`config.mk`:
```
export PLATFORM = sky130hd
export DESIGN_NAME = instr_fetch_unit
export DESIGN_NICKNAME = d
export VERILOG_FILES = /design/src/rtl/mips_pkg.sv /design/src/rtl/next_pc_calc.sv /design/src/rtl/instr_fetch_unit.sv
export SDC_FILE = /design/constraint.sdc
export NUM_CORES = 1
export LEC_CHECK = 0
export CAP_MARGIN = 20
export CORE_MARGIN = 8
export CORE_UTILIZATION = 36
export DETAILED_ROUTE_END_ITERATION = 10
export PLACE_DENSITY = 0.71
export SYNTH_ARGS = -nofsm -noshare
export SYNTH_HDL_FRONTEND = slang
export SYNTH_SLANG_ARGS = --single-unit
```
`constraint.sdc`:
```
create_clock -name clk -period 5.1 [get_ports clk]
set_input_delay 0.765 -clock clk [delete_from_list [all_inputs] [get_ports clk]]
set_output_delay 0.765 -clock clk [all_outputs]
set_load 0.005 [all_outputs]
```
`src/rtl/mips_pkg.sv`:
```
// rtl/mips_pkg.sv - shared opcode constants, fetch state encoding and reset defaults
package mips_pkg;

  localparam logic [5:0] OP_RTYPE = 6'h00;
  localparam logic [5:0] OP_J     = 6'h02;
  localparam logic [5:0] OP_BEQ   = 6'h04;
  localparam logic [5:0] OP_BNE   = 6'h05;
  localparam logic [5:0] OP_ADDI  = 6'h08;
  localparam logic [5:0] OP_ANDI  = 6'h0C;
  localparam logic [5:0] OP_LW    = 6'h23;
  localparam logic [5:0] OP_SW    = 6'h2B;

  localparam logic [31:0] DEFAULT_RESET_PC = 32'h0000_0000;

  typedef enum logic [1:0] {
    FETCH_IDLE = 2'd0,
    FETCH_REQ  = 2'd1,
    FETCH_HOLD = 2'd2
  } fetch_state_e;

  function automatic logic [31:0] word_align(input logic [31:0] addr);
    return {addr[31:2], 2'b00};
  endfunction

endpackage

```
`src/rtl/next_pc_calc.sv`:
```
// rtl/next_pc_calc.sv - combinational next-PC select: jump, then taken branch, then sequential
module next_pc_calc (
  input  logic [31:0] pc_plus4,
  input  logic [31:0] instr,
  input  logic        jump,
  input  logic        branch,
  input  logic        bne,
  input  logic        zero,
  output logic [31:0] next_pc
);

  logic        taken;
  logic [31:0] branch_off;
  logic        unused_opcode;

  assign taken         = (branch & zero) | (bne & ~zero);
  assign branch_off    = {{14{instr[15]}}, instr[15:0], 2'b00};
  assign unused_opcode = ^instr[31:26];

  always_comb begin
    if (jump) begin
      next_pc = {pc_plus4[31:28], instr[25:0], 2'b00};
    end else if (taken) begin
      next_pc = pc_plus4 + branch_off;
    end else begin
      next_pc = pc_plus4;
    end
  end

endmodule

```
`src/rtl/instr_fetch_unit.sv`:
```
// rtl/instr_fetch_unit.sv - PC owner: fetches over req/ack, holds the instruction until the core retires it
module instr_fetch_unit
  import mips_pkg::*;
#(
  parameter logic [31:0] RESET_PC = DEFAULT_RESET_PC
) (
  input  logic        clk,
  input  logic        rst,
  output logic        imem_req,
  output logic [31:0] imem_addr,
  input  logic        imem_ack,
  input  logic [31:0] imem_rdata,
  output logic [31:0] instr,
  output logic [5:0]  opcode,
  output logic        instr_valid,
  input  logic        instr_ready,
  input  logic        jump,
  input  logic        branch,
  input  logic        bne,
  input  logic        zero,
  output logic [31:0] pc,
  output logic [31:0] pc_plus4,
  output logic [31:0] instret
);

  localparam logic [31:0] RESET_PC_ALIGNED = word_align(RESET_PC);

  fetch_state_e state, state_nxt;
  logic [31:0]  pc_q, instr_q, instret_q, next_pc;
  logic         fetch_done, retire;

  assign fetch_done = (state == FETCH_REQ) && imem_ack;
  assign retire     = (state == FETCH_HOLD) && instr_ready;

  always_ff @(posedge clk) begin
    if (rst) begin
      state <= FETCH_IDLE;
    end else begin
      state <= state_nxt;
    end
  end

  always_comb begin
    state_nxt = state;
    case (state)
      FETCH_IDLE: state_nxt = FETCH_REQ;
      FETCH_REQ:  if (imem_ack) state_nxt = FETCH_HOLD;
      FETCH_HOLD: if (instr_ready) state_nxt = FETCH_REQ;
      default:    state_nxt = FETCH_IDLE;
    endcase
  end

  always_comb begin
    imem_req    = (state == FETCH_REQ);
    instr_valid = (state == FETCH_HOLD);
  end

  // pc only moves on retire, so imem_addr stays stable for the whole request
  always_ff @(posedge clk) begin
    if (rst) begin
      pc_q      <= RESET_PC_ALIGNED;
      instr_q   <= 32'h0;
      instret_q <= 32'h0;
    end else begin
      if (fetch_done) begin
        instr_q <= imem_rdata;
      end
      if (retire) begin
        pc_q      <= next_pc;
        instret_q <= instret_q + 32'd1;
      end
    end
  end

  next_pc_calc u_next_pc_calc (
    .pc_plus4 (pc_plus4),
    .instr    (instr_q),
    .jump     (jump),
    .branch   (branch),
    .bne      (bne),
    .zero     (zero),
    .next_pc  (next_pc)
  );

  assign pc_plus4  = pc_q + 32'd4;
  assign pc        = pc_q;
  assign imem_addr = pc_q;
  assign instr     = instr_q;
  assign opcode    = instr_q[31:26];
  assign instret   = instret_q;

endmodule
```
==> impl_metrics.toml <==
[detailed_routing]
detail-route-antenna-nets = 0
top_layer = "met5"
drt_pass1_iterations = 6
drt-met1-wl_um = 10300
met3WireLength_um = 2250
viasPerCell = 5.40
drt_wl_total_um = 23500
wl_met2_um = 10600
drt_iter0_drc = 468
wl_per_cell_um = 18.7
post-route-drc-count = 0
detailroute.via_count = 6806

[global_route]
gr-total-overflow = 0
antenna_found_initial = 2
grt_util_all_layers_pct = 19.4
grt_pass1_vias = 6278
grt_max_degree = 39
grt_pass1_wl_um = 36600

[clock_network]
cts_buffers = 9
cts_sinks = 96
cts.clk_slew.worst_paths_ns = 0.08
htree_levels = 3
cts_hold_buf = 0
clk-insertion-delay-late_ns = 0.35
ctsResizeCount = 0
clockBufferDepth = 2
cts-root-buf = "clkbuf_16"
cts_tree = "done"
post_cts_buffers = 0

[synthesis]
synth.area.top_cells = "dfxtp_1, nand2_1, ha_1"
ys_warn_count = 0
netlist.area_leader.share_pct = 28.4
ys_seq_elements = 96
async_flop_share_pct = 0
synth_cell_types = 78
synthCells = 875
synth-edff-count = 0
seq_area_frac_synth_pct = 28.4
avgSynthCellArea_um2 = 7.72
synthesis.area_um2 = 6760
synth_most_common_cell = "nand2_1"
yosys.area.top_type = "dfxtp_1"
synth_flop_cell = "dfxtp_1"
ys_top_cells_by_count = "nand2_1, dfxtp_1, a21oi_1"

[min_path]
hold_start = "instr[28]$_SDFFE_PP0P_"
hp-class = "flip-flop to flip-flop"

[critical_path]
crit_path_cell_trace = "nand3_1 -> nor3_1 -> xor2_1 -> ha_1 -> nand3_1 -> or3_1 -> o32a_1 -> a21oi_1 -> o2111ai_1 -> a21boi_1 -> mux2_2 -> a311oi_1"
crit_path_frequent_cell = "nand3_1"
worst-path-buf-inv = 0
setup.worst_path.start = "imem_addr[4]$_SDFFE_PP0P_"
critPathSlowestCell = "nor3_1"
start_kind = "flip-flop"
crit_fanout = 8
arrival_ns = 4.45
path_delay_family = "simple AND/OR/NAND/NOR gates"
worstReg2RegStart = "imem_addr[4]$_SDFFE_PP0P_"
cpPeakStageDelay_ns = 0.76
crit_type = "flip-flop to flip-flop"
critical_path_required_ns = 5.36
critPathCaptureType = "flip-flop"

[pwr]
power.total_uw = 1750
power_density_nw_per_um2 = 195
p_leak_uw = 0.00355
vdd_drop_max_mv = 0.160

[placement]
place_congestion = 0.910
portBuffers = 201
place_hpwl_um = 17900

[sta]
fin_crit_ns = 4.19
finClkSkew_ns = 0.0126
fin_setup_tns_ns = 0
fmax_mhz = 239
worst_slew_pin_slew_ns = 0.904
setup_viol = 0
final-max-slew-violation-count = 0
timing.slew.headroom_pct = 39.3
finalHoldViolCount = 0
hold_slack_ns = 0.476
finalCritPeriodShare_pct = 82.1
rsz0062_at_grt = "no"

[layout]
drive_gt1_share_pct = 5.17
diodes = 0
final_util_pct = 48.4
final_nets = 1099
syn_to_final_growth_pct = 33.2

[flow_run]
drv_cap = 0

[die]
coreArea_um2 = 18600
die-area_um2 = 23400
die_w_um = 153
start_util_pct = 36.4
std_cell_rows = 50
die_y_um = 153
pin_count = 208

[run_status]
status = "completed"
## area by class of cell
cell class | instances | area [um2]
inverters | 17 | 63.8
clock buffers | 10 | 239
well taps | 234 | 293
flip-flops and latches | 96 | 1920
fillers | 1795 | 9580
clock inverters | 6 | 72.6
repair buffers | 210 | 2070
multi-input cells | 687 | 4340
## metal layers
layer | global-route usage (%) | vias to the layer above
met5 | 0 | -
met4 | 4.57 | 4
met3 | 7.02 | 32
met2 | 30.1 | 258
met1 | 25.2 | 3174
li1 | - | 3338
## worst min-delay path, cell delays in order (launching register included)
cell and delay [ns]:
dfxtp_1 0.32, nand2_1 0.06, a21oi_1 0.05
## path summary, 6_finish.rpt
check / end / slack, ns / cells past startpoint
setup / recovery: imem_addr[28]$_SDFFE_PP0P_ / 0.91 / 12
hold / removal: instr[28]$_SDFFE_PP0P_ / 0.48 / 2
setup reg to reg: imem_addr[28]$_SDFFE_PP0P_ / 0.91 / 12
hold reg to reg: instr[28]$_SDFFE_PP0P_ / 0.48 / 2
## metrics by stage
stage	area [um2]	setup slack (ns)	cells
floorplan	6770	1.50	880
global placement	8690	1.09	1244
detailed placement	8690	0.981	1244
CTS	9000	0.945	1260
global route	9000	0.536	1260
finish	9000	0.915	1260
## cells in the final DEF, fill, tap and decap left out, types with 6 or more instances in the layout
| cell type | n |
|---|---|
| a21o_1 | 21 |
| a21oi_1 | 89 |
| a31oi_1 | 6 |
| and2_1 | 9 |
| and3_1 | 14 |
| and4_1 | 7 |
| buf_4 | 9 |
| clkbuf_16 | 9 |
| clkdlybuf4s50_1 | 200 |
| conb_1 | 6 |
| dfxtp_1 | 96 |
| ha_1 | 37 |
| inv_1 | 16 |
| nand2_1 | 147 |
| nand2b_1 | 12 |
| nand3_1 | 27 |
| nand4_1 | 18 |
| nor2_1 | 69 |
| nor3_1 | 12 |
| o211ai_1 | 16 |
| o21a_1 | 6 |
| o21ai_0 | 24 |
| or3_1 | 6 |
| xnor2_1 | 29 |
| xor2_1 | 41 |
## flip-flops by register name (all words and copies together), names as in the netlist
name       flops
instret       32
instr         32
state          2
imem_addr     30
## power by group
part	switching (uW)	internal, uW	total (uW)
Sequential	22.0	766	788
Combinational	130	115	245
Clock	321	401	723
## cell families (layout without fill, tap and decap cells)
family,count (synthesis),count (layout),share of synthesized area [%]
mux,6,6,0.945
xor+xnor,70,70,9.08
buf+inv,97,243,7.85
flops,96,96,28.4
compound gates,222,222,22.1
fa+ha+maj,38,38,7.15
simple gates,345,345,24.4
other cells,1,6,0.0555
Note: power is estimated with default switching activity, not from simulation.
